$ cat src/rtl/rs_latch_driver_pkg.sv
// Shared definitions for the set/reset latch driver: FSM state codes and
// the helper used to size the shared down-counter.
package rs_latch_driver_pkg;

    typedef logic [1:0] state_t;

    localparam state_t S_IDLE  = 2'd0;
    localparam state_t S_PULSE = 2'd1;
    localparam state_t S_CHECK = 2'd2;
    localparam state_t S_GAP   = 2'd3;

    function automatic int max3(input int a, input int b, input int c);
        int m;
        m = (a > b) ? a : b;
        m = (m > c) ? m : c;
        return m;
    endfunction

endpackage

$ cat src/rtl/rs_latch_driver_if.sv
// Command handshake plus latch drive/readback bundle between control logic
// (master) and the latch driver (slave).
interface rs_latch_driver_if;

    logic req_valid;
    logic req_value;
    logic req_ready;
    logic latch_set;
    logic latch_rst;
    logic q_fb;
    logic busy;
    logic done;
    logic error;

    modport master (
        output req_valid, req_value, q_fb,
        input  req_ready, latch_set, latch_rst, busy, done, error
    );

    modport slave (
        input  req_valid, req_value, q_fb,
        output req_ready, latch_set, latch_rst, busy, done, error
    );

endinterface

$ cat src/rtl/rs_down_counter.sv
// Loadable down-counter that stops at zero; one instance is time-shared by
// the pulse, timeout and gap phases of the driver.
module rs_down_counter #(
    parameter int W = 4
) (
    input  logic         clk,
    input  logic         reset,
    input  logic         load,
    input  logic [W-1:0] load_val,
    input  logic         en,
    output logic         zero
);

    logic [W-1:0] cnt_q;
    logic [W-1:0] cnt_d;

    // Next count: load wins over decrement, decrement saturates at zero.
    always_comb begin
        cnt_d = cnt_q;
        if (load) begin
            cnt_d = load_val;
        end else if (en && (cnt_q != {W{1'b0}})) begin
            cnt_d = cnt_q - {{(W-1){1'b0}}, 1'b1};
        end else begin
            cnt_d = cnt_q;
        end
    end

    // Count register.
    always_ff @(posedge clk or posedge reset) begin
        if (reset) begin
            cnt_q <= {W{1'b0}};
        end else begin
            cnt_q <= cnt_d;
        end
    end

    assign zero = (cnt_q == {W{1'b0}});

endmodule

$ cat src/rtl/rs_latch_driver.sv
// Turns one-bit write commands into a single bounded set or reset pulse,
// then waits for the latch readback and reports done/error.
module rs_latch_driver
    import rs_latch_driver_pkg::*;
#(
    parameter int PULSE_CYCLES   = 2,
    parameter int TIMEOUT_CYCLES = 8,
    parameter int GAP_CYCLES     = 1
) (
    input  logic               clk,
    input  logic               reset,
    rs_latch_driver_if.slave   bus
);

    localparam int CW = $clog2(max3(PULSE_CYCLES, TIMEOUT_CYCLES, GAP_CYCLES) + 1);
    localparam logic [CW-1:0] PULSE_LD   = CW'(PULSE_CYCLES - 1);
    localparam logic [CW-1:0] TIMEOUT_LD = CW'(TIMEOUT_CYCLES - 1);
    localparam logic [CW-1:0] GAP_LD     = CW'((GAP_CYCLES > 0) ? (GAP_CYCLES - 1) : 0);

    state_t        state_q, state_d;
    logic          val_q, val_d;
    logic          set_q, set_d;
    logic          rst_q, rst_d;
    logic          done_q, done_d;
    logic          error_q, error_d;
    logic          busy_q, busy_d;
    logic          ready_q, ready_d;
    logic          cnt_load_s;
    logic [CW-1:0] cnt_val_s;
    logic          cnt_en_s;
    logic          cnt_zero_s;

    rs_down_counter #(.W(CW)) u_cnt (
        .clk      (clk),
        .reset    (reset),
        .load     (cnt_load_s),
        .load_val (cnt_val_s),
        .en       (cnt_en_s),
        .zero     (cnt_zero_s)
    );

    // FSM next state, counter control and completion status.
    always_comb begin
        state_d    = state_q;
        val_d      = val_q;
        done_d     = 1'b0;
        error_d    = 1'b0;
        cnt_load_s = 1'b0;
        cnt_val_s  = {CW{1'b0}};
        cnt_en_s   = 1'b0;
        case (state_q)
            S_IDLE: begin
                if (bus.req_valid) begin
                    state_d    = S_PULSE;
                    val_d      = bus.req_value;
                    cnt_load_s = 1'b1;
                    cnt_val_s  = PULSE_LD;
                end else begin
                    state_d = S_IDLE;
                end
            end
            S_PULSE: begin
                if (cnt_zero_s) begin
                    state_d    = S_CHECK;
                    cnt_load_s = 1'b1;
                    cnt_val_s  = TIMEOUT_LD;
                end else begin
                    cnt_en_s = 1'b1;
                end
            end
            S_CHECK: begin
                if ((bus.q_fb == val_q) || cnt_zero_s) begin
                    done_d  = 1'b1;
                    error_d = (bus.q_fb != val_q);
                    if (GAP_CYCLES > 0) begin
                        state_d    = S_GAP;
                        cnt_load_s = 1'b1;
                        cnt_val_s  = GAP_LD;
                    end else begin
                        state_d = S_IDLE;
                    end
                end else begin
                    cnt_en_s = 1'b1;
                end
            end
            S_GAP: begin
                if (cnt_zero_s) begin
                    state_d = S_IDLE;
                end else begin
                    cnt_en_s = 1'b1;
                end
            end
            default: begin
                state_d = S_IDLE;
            end
        endcase
    end

    // Drives are decoded from the next state so set and reset are mutually exclusive by construction.
    always_comb begin
        set_d   = (state_d == S_PULSE) &  val_d;
        rst_d   = (state_d == S_PULSE) & ~val_d;
        busy_d  = (state_d != S_IDLE);
        ready_d = (state_d == S_IDLE);
    end

    // State and registered outputs; reset drops the drives immediately.
    always_ff @(posedge clk or posedge reset) begin
        if (reset) begin
            state_q <= S_IDLE;
            val_q   <= 1'b0;
            set_q   <= 1'b0;
            rst_q   <= 1'b0;
            done_q  <= 1'b0;
            error_q <= 1'b0;
            busy_q  <= 1'b0;
            ready_q <= 1'b1;
        end else begin
            state_q <= state_d;
            val_q   <= val_d;
            set_q   <= set_d;
            rst_q   <= rst_d;
            done_q  <= done_d;
            error_q <= error_d;
            busy_q  <= busy_d;
            ready_q <= ready_d;
        end
    end

    assign bus.latch_set = set_q;
    assign bus.latch_rst = rst_q;
    assign bus.done      = done_q;
    assign bus.error     = error_q;
    assign bus.busy      = busy_q;
    assign bus.req_ready = ready_q;

endmodule
$ cat src/flat_wrapper.sv
// flat-port wrapper written by rule: the top's interface ports become plain ports
module rs_latch_driver_flat import rs_latch_driver_pkg::*;
#(
    parameter int PULSE_CYCLES   = 2,
    parameter int TIMEOUT_CYCLES = 8,
    parameter int GAP_CYCLES     = 1
)
  (clk, reset, bus_req_valid, bus_req_value, bus_q_fb, bus_req_ready, bus_latch_set, bus_latch_rst, bus_busy, bus_done, bus_error);
  rs_latch_driver_if bus_i ();
  input  logic clk;
  input  logic reset;
  input wire logic [$bits(bus_i.req_valid)-1:0] bus_req_valid;
  input wire logic [$bits(bus_i.req_value)-1:0] bus_req_value;
  input wire logic [$bits(bus_i.q_fb)-1:0] bus_q_fb;
  output wire logic [$bits(bus_i.req_ready)-1:0] bus_req_ready;
  output wire logic [$bits(bus_i.latch_set)-1:0] bus_latch_set;
  output wire logic [$bits(bus_i.latch_rst)-1:0] bus_latch_rst;
  output wire logic [$bits(bus_i.busy)-1:0] bus_busy;
  output wire logic [$bits(bus_i.done)-1:0] bus_done;
  output wire logic [$bits(bus_i.error)-1:0] bus_error;
  assign bus_i.req_valid = bus_req_valid;
  assign bus_i.req_value = bus_req_value;
  assign bus_i.q_fb = bus_q_fb;
  assign bus_req_ready = bus_i.req_ready;
  assign bus_latch_set = bus_i.latch_set;
  assign bus_latch_rst = bus_i.latch_rst;
  assign bus_busy = bus_i.busy;
  assign bus_done = bus_i.done;
  assign bus_error = bus_i.error;
  rs_latch_driver #(.PULSE_CYCLES(PULSE_CYCLES), .TIMEOUT_CYCLES(TIMEOUT_CYCLES), .GAP_CYCLES(GAP_CYCLES)) u_core (.clk(clk), .reset(reset), .bus(bus_i));
endmodule
$ cat config.mk
export PLATFORM = sky130hd
export DESIGN_NAME = rs_latch_driver_flat
export DESIGN_NICKNAME = d
export VERILOG_FILES = /design/src/rtl/rs_latch_driver_pkg.sv /design/src/rtl/rs_latch_driver_if.sv /design/src/rtl/rs_down_counter.sv /design/src/rtl/rs_latch_driver.sv /design/src/flat_wrapper.sv
export SDC_FILE = /design/constraint.sdc
export NUM_CORES = 1
export LEC_CHECK = 0
export CAP_MARGIN = 20
export CORE_MARGIN = 4
export CORE_UTILIZATION = 45
export DETAILED_ROUTE_END_ITERATION = 8
export GPL_TIMING_DRIVEN = 0
export HOLD_SLACK_MARGIN = 0.1
export PLACE_DENSITY = 0.72
export SLEW_MARGIN = 10
export SYNTH_ARGS = -nofsm -noshare
export SYNTH_HDL_FRONTEND = slang
export SYNTH_SLANG_ARGS = --single-unit
export TNS_END_PERCENT = 100
$ cat constraint.sdc
create_clock -name clk -period 1.57 [get_ports clk]
set_input_delay 0.157 -clock clk [delete_from_list [all_inputs] [get_ports clk]]
set_output_delay 0.157 -clock clk [all_outputs]
set_load 0.005 [all_outputs]
==> impl_metrics.prom, run 1 <==
# TYPE chip_impl_metric gauge
chip_impl_info{name="dominantRegCellSynth",value="sky130_fd_sc_hd__dfrtp_1"} 1
chip_impl_metric{name="slew-limit-headroom",unit="%"} 67.5
chip_impl_info{name="synthTopCellsByCount",value="sky130_fd_sc_hd__dfrtp_1 (12), sky130_fd_sc_hd__a21oi_1 (6), sky130_fd_sc_hd__nand2_1 (6), sky130_fd_sc_hd__nor2_1 (6), sky130_fd_sc_hd__inv_1 (5)"} 1
chip_impl_metric{name="drt-pass1-iter-count",unit=""} 4
chip_impl_metric{name="gr-usage-all-layers",unit="%"} 14.6
chip_impl_metric{name="die_h",unit="um"} 46.8
chip_impl_metric{name="netSwitchingPower",unit="uW"} 710
chip_impl_metric{name="dp.cells",unit=""} 94
chip_impl_metric{name="postLayoutCoreUtil",unit="%"} 68.0
chip_impl_info{name="rr_startpoint",value="u_core.u_cnt.cnt_q[0]"} 1
chip_impl_metric{name="synth_area_per_cell",unit="um2"} 9.83
chip_impl_metric{name="period_minus_slack",unit="ps"} 1530
chip_impl_metric{name="final_hold_viol_count",unit=""} 0
chip_impl_info{name="timing.rr.end",value="u_core.u_cnt.cnt_q[2]"} 1
chip_impl_metric{name="synth_seq_area_share",unit="%"} 48.2
chip_impl_metric{name="ys_types",unit=""} 32
chip_impl_metric{name="netlist_area",unit="um2"} 678
chip_impl_metric{name="final_nets",unit=""} 96
chip_impl_metric{name="cts_hold_repair.buffers",unit=""} 0
chip_impl_metric{name="detail_route.wirelength",unit="um"} 1420
chip_impl_metric{name="vdd_drop_max",unit="mV"} 1.04
chip_impl_metric{name="detail_route.vias_per_cell",unit=""} 5.54
chip_impl_info{name="status",value="complete, no violations"} 1
chip_impl_metric{name="core.rowCount",unit=""} 13
chip_impl_metric{name="achievable_freq",unit="MHz"} 652
chip_impl_metric{name="core_area",unit="um2"} 1370
chip_impl_metric{name="cts.path.max_buffers",unit=""} 2
chip_impl_metric{name="synth.net_count",unit=""} 75
chip_impl_metric{name="grt_pass1_wl",unit="um"} 2270
chip_impl_metric{name="die_x",unit="um"} 46.8
chip_impl_metric{name="setup-violations-final",unit=""} 0
chip_impl_metric{name="yosysWarnings",unit=""} 0
chip_impl_metric{name="power.leakage",unit="uW"} 0.000390
chip_impl_metric{name="finalWorstSetupSlack",unit="ps"} 36.9
chip_impl_metric{name="detailed_place_hpwl",unit="um"} 918
chip_impl_info{name="setup.worst_path.class",value="reg -> reg"} 1
chip_impl_metric{name="die_area",unit="um2"} 2190
chip_impl_metric{name="cp_max_fo",unit=""} 4
chip_impl_metric{name="internal_power",unit="uW"} 1110
chip_impl_metric{name="area_growth_syn_to_layout",unit="%"} 37.1
chip_impl_metric{name="syn-instance-count",unit=""} 69
chip_impl_metric{name="ff2ff_setup_slack",unit="ps"} 40
chip_impl_metric{name="number_of_global_route_vias_before_repair",unit=""} 526
chip_impl_metric{name="initial_core_util",unit="%"} 49.6
chip_impl_metric{name="power_per_cell_area",unit="nW/um2"} 1960
chip_impl_metric{name="clock_insertion_delay_worst_skew",unit="ps"} 290
chip_impl_metric{name="drc_violations",unit=""} 0
chip_impl_metric{name="synth_edf_count",unit=""} 0
chip_impl_info{name="yosys-top-cells-area",value="sky130_fd_sc_hd__dfrtp_1 (44%), sky130_fd_sc_hd__a21oi_1 (4.4%), sky130_fd_sc_hd__dfstp_2 (3.9%)"} 1
chip_impl_metric{name="yosysTopAreaCellShare",unit="%"} 44.3
chip_impl_info{name="cp-startpoint",value="u_core.u_cnt.cnt_q[0]"} 1
chip_impl_metric{name="place_ws",unit="ps"} -139
chip_impl_metric{name="seqPwrFrac",unit="%"} 30.7
chip_impl_metric{name="max_cap_violations",unit=""} 0
chip_impl_metric{name="ys_async_sr_fraction",unit="%"} 100
chip_impl_metric{name="wl_per_cell",unit="um"} 13.7
chip_impl_metric{name="worstPathArrival",unit="ps"} 1690
chip_impl_metric{name="worst_ep_required_time",unit="ps"} 1730
chip_impl_metric{name="number_of_buffers_inserted_during_clock_tree_synthesis",unit=""} 3
chip_impl_info{name="tritoncts",value="built"} 1
chip_impl_metric{name="worst_pin_slew",unit="ps"} 483
chip_impl_metric{name="clock_sink_count",unit=""} 13
chip_impl_metric{name="final_cells",unit=""} 104
chip_impl_metric{name="combPwrFrac",unit="%"} 57.7
chip_impl_metric{name="clock_power_share",unit="%"} 11.6
chip_impl_info{name="worst_setup_path_end_kind",value="register"} 1
chip_impl_info{name="cts_root_buffer",value="sky130_fd_sc_hd__clkbuf_4"} 1
chip_impl_metric{name="ios",unit=""} 11
chip_impl_metric{name="final.hold.worst_slack",unit="ps"} 183
chip_impl_metric{name="vias",unit=""} 576
chip_impl_metric{name="largest_clock_skew_in_the_final_design",unit="ps"} 2.60
chip_impl_metric{name="report.power.total",unit="uW"} 1820
chip_impl_info{name="timing.critical_path.from_type",value="register"} 1
chip_impl_metric{name="flops_latches_synth",unit=""} 13
chip_impl_metric{name="r2r.worst_path.cells",unit=""} 6
chip_impl_info{name="yosys.area.top_type",value="sky130_fd_sc_hd__dfrtp_1"} 1
chip_impl_metric{name="final-max-slew-violation-count",unit=""} 0
chip_impl_metric{name="clk_transition_reported_paths",unit="ps"} 80
chip_impl_metric{name="h-tree-depth",unit=""} 1
chip_impl_metric{name="grt_antenna_before_repair",unit=""} 0
chip_impl_info{name="yosysMostFrequentCell",value="sky130_fd_sc_hd__dfrtp_1"} 1
chip_impl_metric{name="grt_remaining_overflow",unit=""} 0
chip_impl_metric{name="number_of_nets_still_failing_antenna_checks_after_routing",unit=""} 0
chip_impl_metric{name="power.switching_fraction",unit="%"} 39.0
chip_impl_info{name="min-delay-path-class",value="in -> async"} 1
chip_impl_metric{name="gpl.final_weighted_congestion",unit=""} 0.774
chip_impl_metric{name="placement.io_buffers",unit=""} 10
chip_impl_metric{name="diodes",unit=""} 0
chip_impl_metric{name="dr.first_iter.drc_count",unit=""} 10
chip_impl_metric{name="final_min_period_over_clock_period",unit="%"} 97.6
chip_impl_metric{name="grt_start_max_net_pins",unit=""} 14
chip_impl_metric{name="drive_gt1_share",unit="%"} 29.2
layout make-up:
| cell class | instances | area, um2 |
|---|---|---|
| well taps | 15 | 18.8 |
| inverters | 5 | 18.8 |
| clock buffers | 4 | 26.3 |
| plain buffers | 3 | 21.3 |
| flip-flops and latches | 13 | 327 |
| multi-input cells | 48 | 365 |
| repair buffers | 16 | 153 |
| fillers | 104 | 437 |
power groups by stage:
stage          Clock, uW  Sequential, uW  Combinational (uW)
2_1_floorplan          0             553                 580
3_3_place_gp           0             564                 761
3_5_place_dp           0             566                 776
4_1_cts              217             561                 833
5_1_grt              231             574                1150
6_report             210             559                1050
metal layers:
layer / global-route usage (%) / vias to the layer above / routed length (um)
met5: 0 / - / 0
met4: 4.97 / 0 / 25
met3: 5.75 / 4 / 74
met2: 22.8 / 13 / 707
met1: 18.3 / 277 / 613
li1: - / 282 / -
critical path: stages, from the launching register on:
cell                       delay (ps)
sky130_fd_sc_hd__dfrtp_1          440
sky130_fd_sc_hd__inv_2             90
sky130_fd_sc_hd__ha_4             140
sky130_fd_sc_hd__nor3b_4          270
sky130_fd_sc_hd__nor2b_2          100
sky130_fd_sc_hd__a211oi_2         280
sky130_fd_sc_hd__a211oi_1          90
layout by cell type (no fill, tap or decap), types with 2 or more instances in the layout:
cell type,instances
sky130_fd_sc_hd__inv_2,2
sky130_fd_sc_hd__nor3_1,3
sky130_fd_sc_hd__nand2_1,5
sky130_fd_sc_hd__o21ai_0,2
sky130_fd_sc_hd__clkbuf_4,3
sky130_fd_sc_hd__nor4b_1,2
sky130_fd_sc_hd__o22ai_1,2
sky130_fd_sc_hd__nand2b_1,2
sky130_fd_sc_hd__nor2_1,6
sky130_fd_sc_hd__buf_4,4
sky130_fd_sc_hd__buf_6,3
sky130_fd_sc_hd__a21oi_1,5
sky130_fd_sc_hd__dfrtp_1,12
sky130_fd_sc_hd__clkdlybuf4s50_1,10
sky130_fd_sc_hd__inv_1,3
flip-flops by register name, summed over array words and instances, names as in the netlist:
register and cells:
u_core.bus.error 1, u_core.bus.latch_set 1, u_core.state_q 2, u_core.val_q 1, u_core.bus.busy 1, u_core.bus.req_ready 1
u_core.u_cnt.cnt_q 4, u_core.bus.done 1, u_core.bus.latch_rst 1
what timing repair did:
| action | CTS | global route |
|---|---|---|
| setup buffers | 3 | 4 |
| pin swaps | 1 | 6 |
| endpoints found under the setup margin | 6 | 9 |
| gates resized for setup | 3 | 13 |
how the worst max path moves through the flow:
stage	to	slack, ps	depth (start not counted)
global placement	u_core.u_cnt.cnt_q[2]	-110	6
CTS	u_core.bus.busy	20	6
finish	u_core.u_cnt.cnt_q[2]	40	6
floorplan	u_core.u_cnt.cnt_q[2]	90	6
detailed placement	u_core.u_cnt.cnt_q[2]	-140	6
global route	u_core.u_cnt.cnt_q[2]	-30	6
per-stage QoR:
| stage | cell area, um2 | TNS, ps |
|---|---|---|
| finish | 930 | 0 |
| global route | 930 | -91.6 |
| CTS | 848 | 0 |
| detailed placement | 797 | -615 |
| global placement | 797 | -390 |
| floorplan | 678 | 0 |
logic make-up (layout without fill, tap and decap cells):
kind of cell             Yosys count  count (layout)  share of synthesized area [%]
buffers and inverters              8              28                           5.72
XOR/XNOR                           2               2                           2.58
AO/OA/AOI/OAI                     17              17                           16.2
AND/OR/NAND/NOR                   26              26                           22.3
multiplexers                       2               2                           3.14
flip-flops                        13              13                           48.2
adder cells (fa/ha/maj)            1               1                           1.84
No activity file was read; power rests on OpenSTA's default activity.
==> run 2, diff against run 1 <==
- SKIP_CTS_REPAIR_TIMING: unset -> 1
==> impl_metrics.prom, run 2 (synthesized netlist as in run 1, its figures left out) <==
# TYPE chip_impl_metric gauge
chip_impl_info{name="cts_root_buffer",value="sky130_fd_sc_hd__clkbuf_4"} 1
chip_impl_metric{name="area_used_by_multi_input_combinational_logic",unit="um2"} 333
chip_impl_metric{name="report.power.total",unit="uW"} 1730
chip_impl_info{name="min-delay-path-class",value="in -> async"} 1
chip_impl_metric{name="worst_pin_slew",unit="ps"} 492
chip_impl_metric{name="wl_per_cell",unit="um"} 13.4
chip_impl_info{name="rr_startpoint",value="u_core.u_cnt.cnt_q[0]"} 1
chip_impl_metric{name="vias",unit=""} 568
chip_impl_info{name="largest-register",value="u_core.u_cnt.cnt_q"} 1
chip_impl_metric{name="grt_antenna_before_repair",unit=""} 0
chip_impl_info{name="cp_slowest_cell",value="sky130_fd_sc_hd__dfrtp_1"} 1
chip_impl_metric{name="drc_violations",unit=""} 0
chip_impl_metric{name="grt_pass1_wl",unit="um"} 2170
chip_impl_metric{name="power_per_cell_area",unit="nW/um2"} 1950
chip_impl_metric{name="use_met1",unit="%"} 18.3
chip_impl_metric{name="core_area",unit="um2"} 1370
chip_impl_metric{name="dr.first_iter.drc_count",unit=""} 5
chip_impl_metric{name="number_of_global_route_vias_before_repair",unit=""} 498
chip_impl_metric{name="cp_num_buf_inv",unit=""} 1
chip_impl_info{name="final_cell_mix",value="sky130_fd_sc_hd__dfrtp_1 (12), sky130_fd_sc_hd__clkdlybuf4s50_1 (10), sky130_fd_sc_hd__nor2_1 (6), sky130_fd_sc_hd__a21oi_1 (6), sky130_fd_sc_hd__buf_4 (6)"} 1
chip_impl_metric{name="detail_route.vias_per_cell",unit=""} 5.46
chip_impl_metric{name="clock_insertion_delay_worst_skew",unit="ps"} 280
chip_impl_metric{name="clock_sink_count",unit=""} 13
chip_impl_metric{name="final.fill_count",unit=""} 114
chip_impl_info{name="critPathMostFrequentCell",value="sky130_fd_sc_hd__a211oi_2"} 1
chip_impl_info{name="violations",value="negative setup slack"} 1
chip_impl_metric{name="gr-usage-all-layers",unit="%"} 13.9
chip_impl_info{name="worst_setup_path_end_kind",value="register"} 1
chip_impl_info{name="biggestRegsByFlops",value="u_core.u_cnt.cnt_q (4), u_core.state_q (2)"} 1
chip_impl_metric{name="worstPathArrival",unit="ps"} 1720
chip_impl_metric{name="final_nets",unit=""} 96
chip_impl_metric{name="clk_transition_reported_paths",unit="ps"} 70
chip_impl_metric{name="largest_clock_skew_in_the_final_design",unit="ps"} 2.11
chip_impl_metric{name="die_area",unit="um2"} 2190
chip_impl_metric{name="critical_path.max_stage_delay",unit="ps"} 430
chip_impl_metric{name="setup-violations-final",unit=""} 2
chip_impl_info{name="critical_path.top_delay_family",value="simple AND/OR/NAND/NOR gates"} 1
chip_impl_metric{name="cp_max_fo",unit=""} 6
chip_impl_metric{name="period_minus_slack",unit="ps"} 1580
chip_impl_info{name="setup_repair_after_global_routing_missed_its_margin",value="true"} 1
chip_impl_metric{name="ios",unit=""} 11
chip_impl_metric{name="area_growth_syn_to_layout",unit="%"} 31.0
chip_impl_metric{name="final.setup.tns",unit="ps"} -8.30
chip_impl_info{name="crit_path_cell_trace",value="inv_2 -> ha_4 -> nor3b_4 -> nor2b_2 -> a211oi_2 -> a211oi_2"} 1
chip_impl_metric{name="grt_start_max_net_pins",unit=""} 14
chip_impl_metric{name="initial_core_util",unit="%"} 49.6
chip_impl_metric{name="final_min_period_over_clock_period",unit="%"} 100
chip_impl_metric{name="placement.io_buffers",unit=""} 10
chip_impl_metric{name="drive_gt1_share",unit="%"} 23.6
chip_impl_metric{name="finalWorstSetupSlack",unit="ps"} -5.83
chip_impl_metric{name="grt_util_met2",unit="%"} 20.6
chip_impl_info{name="tritoncts",value="built"} 1
chip_impl_metric{name="number_of_buffers_inserted_during_clock_tree_synthesis",unit=""} 3
chip_impl_info{name="status",value="complete, but fails checks"} 1
chip_impl_metric{name="die_x",unit="um"} 46.8
chip_impl_metric{name="detail_route.wirelength",unit="um"} 1390
chip_impl_metric{name="drt-pass1-iter-count",unit=""} 4
chip_impl_metric{name="achievable_freq",unit="MHz"} 635
chip_impl_metric{name="number_of_nets_still_failing_antenna_checks_after_routing",unit=""} 0
chip_impl_metric{name="h-tree-depth",unit=""} 1
chip_impl_metric{name="vdd_drop_max",unit="mV"} 0.957
chip_impl_metric{name="cts.path.max_buffers",unit=""} 2
chip_impl_metric{name="area.sequential",unit="um2"} 327
chip_impl_info{name="setup.worst_path.class",value="reg -> reg"} 1
chip_impl_info{name="cp-startpoint",value="u_core.u_cnt.cnt_q[0]"} 1
chip_impl_metric{name="grt_remaining_overflow",unit=""} 0
chip_impl_info{name="timing.critical_path.from_type",value="register"} 1
chip_impl_metric{name="max_cap_violations",unit=""} 0
chip_impl_metric{name="final-max-slew-violation-count",unit=""} 0
chip_impl_metric{name="ff2ff_setup_slack",unit="ps"} -6
chip_impl_metric{name="detailed_place_hpwl",unit="um"} 918
chip_impl_metric{name="slew-limit-headroom",unit="%"} 67.2
chip_impl_metric{name="diodes",unit=""} 0
chip_impl_metric{name="final_hold_viol_count",unit=""} 0
chip_impl_metric{name="power.leakage",unit="uW"} 0.000372
chip_impl_metric{name="met3_usage",unit="%"} 5.75
chip_impl_info{name="global_route.peak_usage_layer",value="met2"} 1
chip_impl_info{name="mostFrequentLayoutCell",value="sky130_fd_sc_hd__dfrtp_1"} 1
chip_impl_metric{name="die_h",unit="um"} 46.8
chip_impl_metric{name="largest_register_ffs",unit=""} 4
chip_impl_metric{name="core.rowCount",unit=""} 13
chip_impl_metric{name="gpl.final_weighted_congestion",unit=""} 0.774
chip_impl_metric{name="worst_ep_required_time",unit="ps"} 1720
## run 2: path summary, 6_finish.rpt
path	cells after the start	to
worst max-delay path	6	u_core.u_cnt.cnt_q[2]
min in group clk	2	u_core.val_q
max in group asynchronous	2	u_core.bus.req_ready
worst max register to register	6	u_core.u_cnt.cnt_q[2]
worst min register to register	1	u_core.val_q
worst min-delay path	2	u_core.val_q
## run 2: layout make-up
class | count | area share (%)
Multi-Input combinational cell | 48 | 37.5
Sequential cell | 13 | 36.8
Timing Repair Buffer | 16 | 16.3
Clock buffer | 4 | 2.96
Buffer | 3 | 2.25
Inverter | 5 | 2.11
Tap cell | 15 | 2.11
## run 2: metrics by stage
step                hold slack [ps]  area (um2)  worst slack [ps]  util [%]  std cells
floorplan                      33.2         678              87.7         -         69
global placement                505         797              -110      58.3         94
detailed placement              512         797              -139      58.3         94
CTS                             195         823              -154      60.3         98
global route                    235         888             -63.1      65.0        104
finish                          189         888             -5.83      65.0        104
## run 2: per-layer routing
metal / up-vias / wire length [um]
met5: - / 0
met4: 0 / 20
met3: 2 / 64
met2: 9 / 654
met1: 275 / 653
li1: 282 / -
## run 2: worst register-to-register path, delay by kind of cell (launching register included)
family          cells  cell delay (ps)
fa+ha+maj           1              140
compound gates      2              310
buf+inv             1               90
simple gates        2              470
flops               1              430
## run 2: power by group
group	switching, uW	total [uW]	internal (uW)
clock network	109	207	98.9
registers	92.3	559	467
logic	468	966	497
total	669	1730	1060
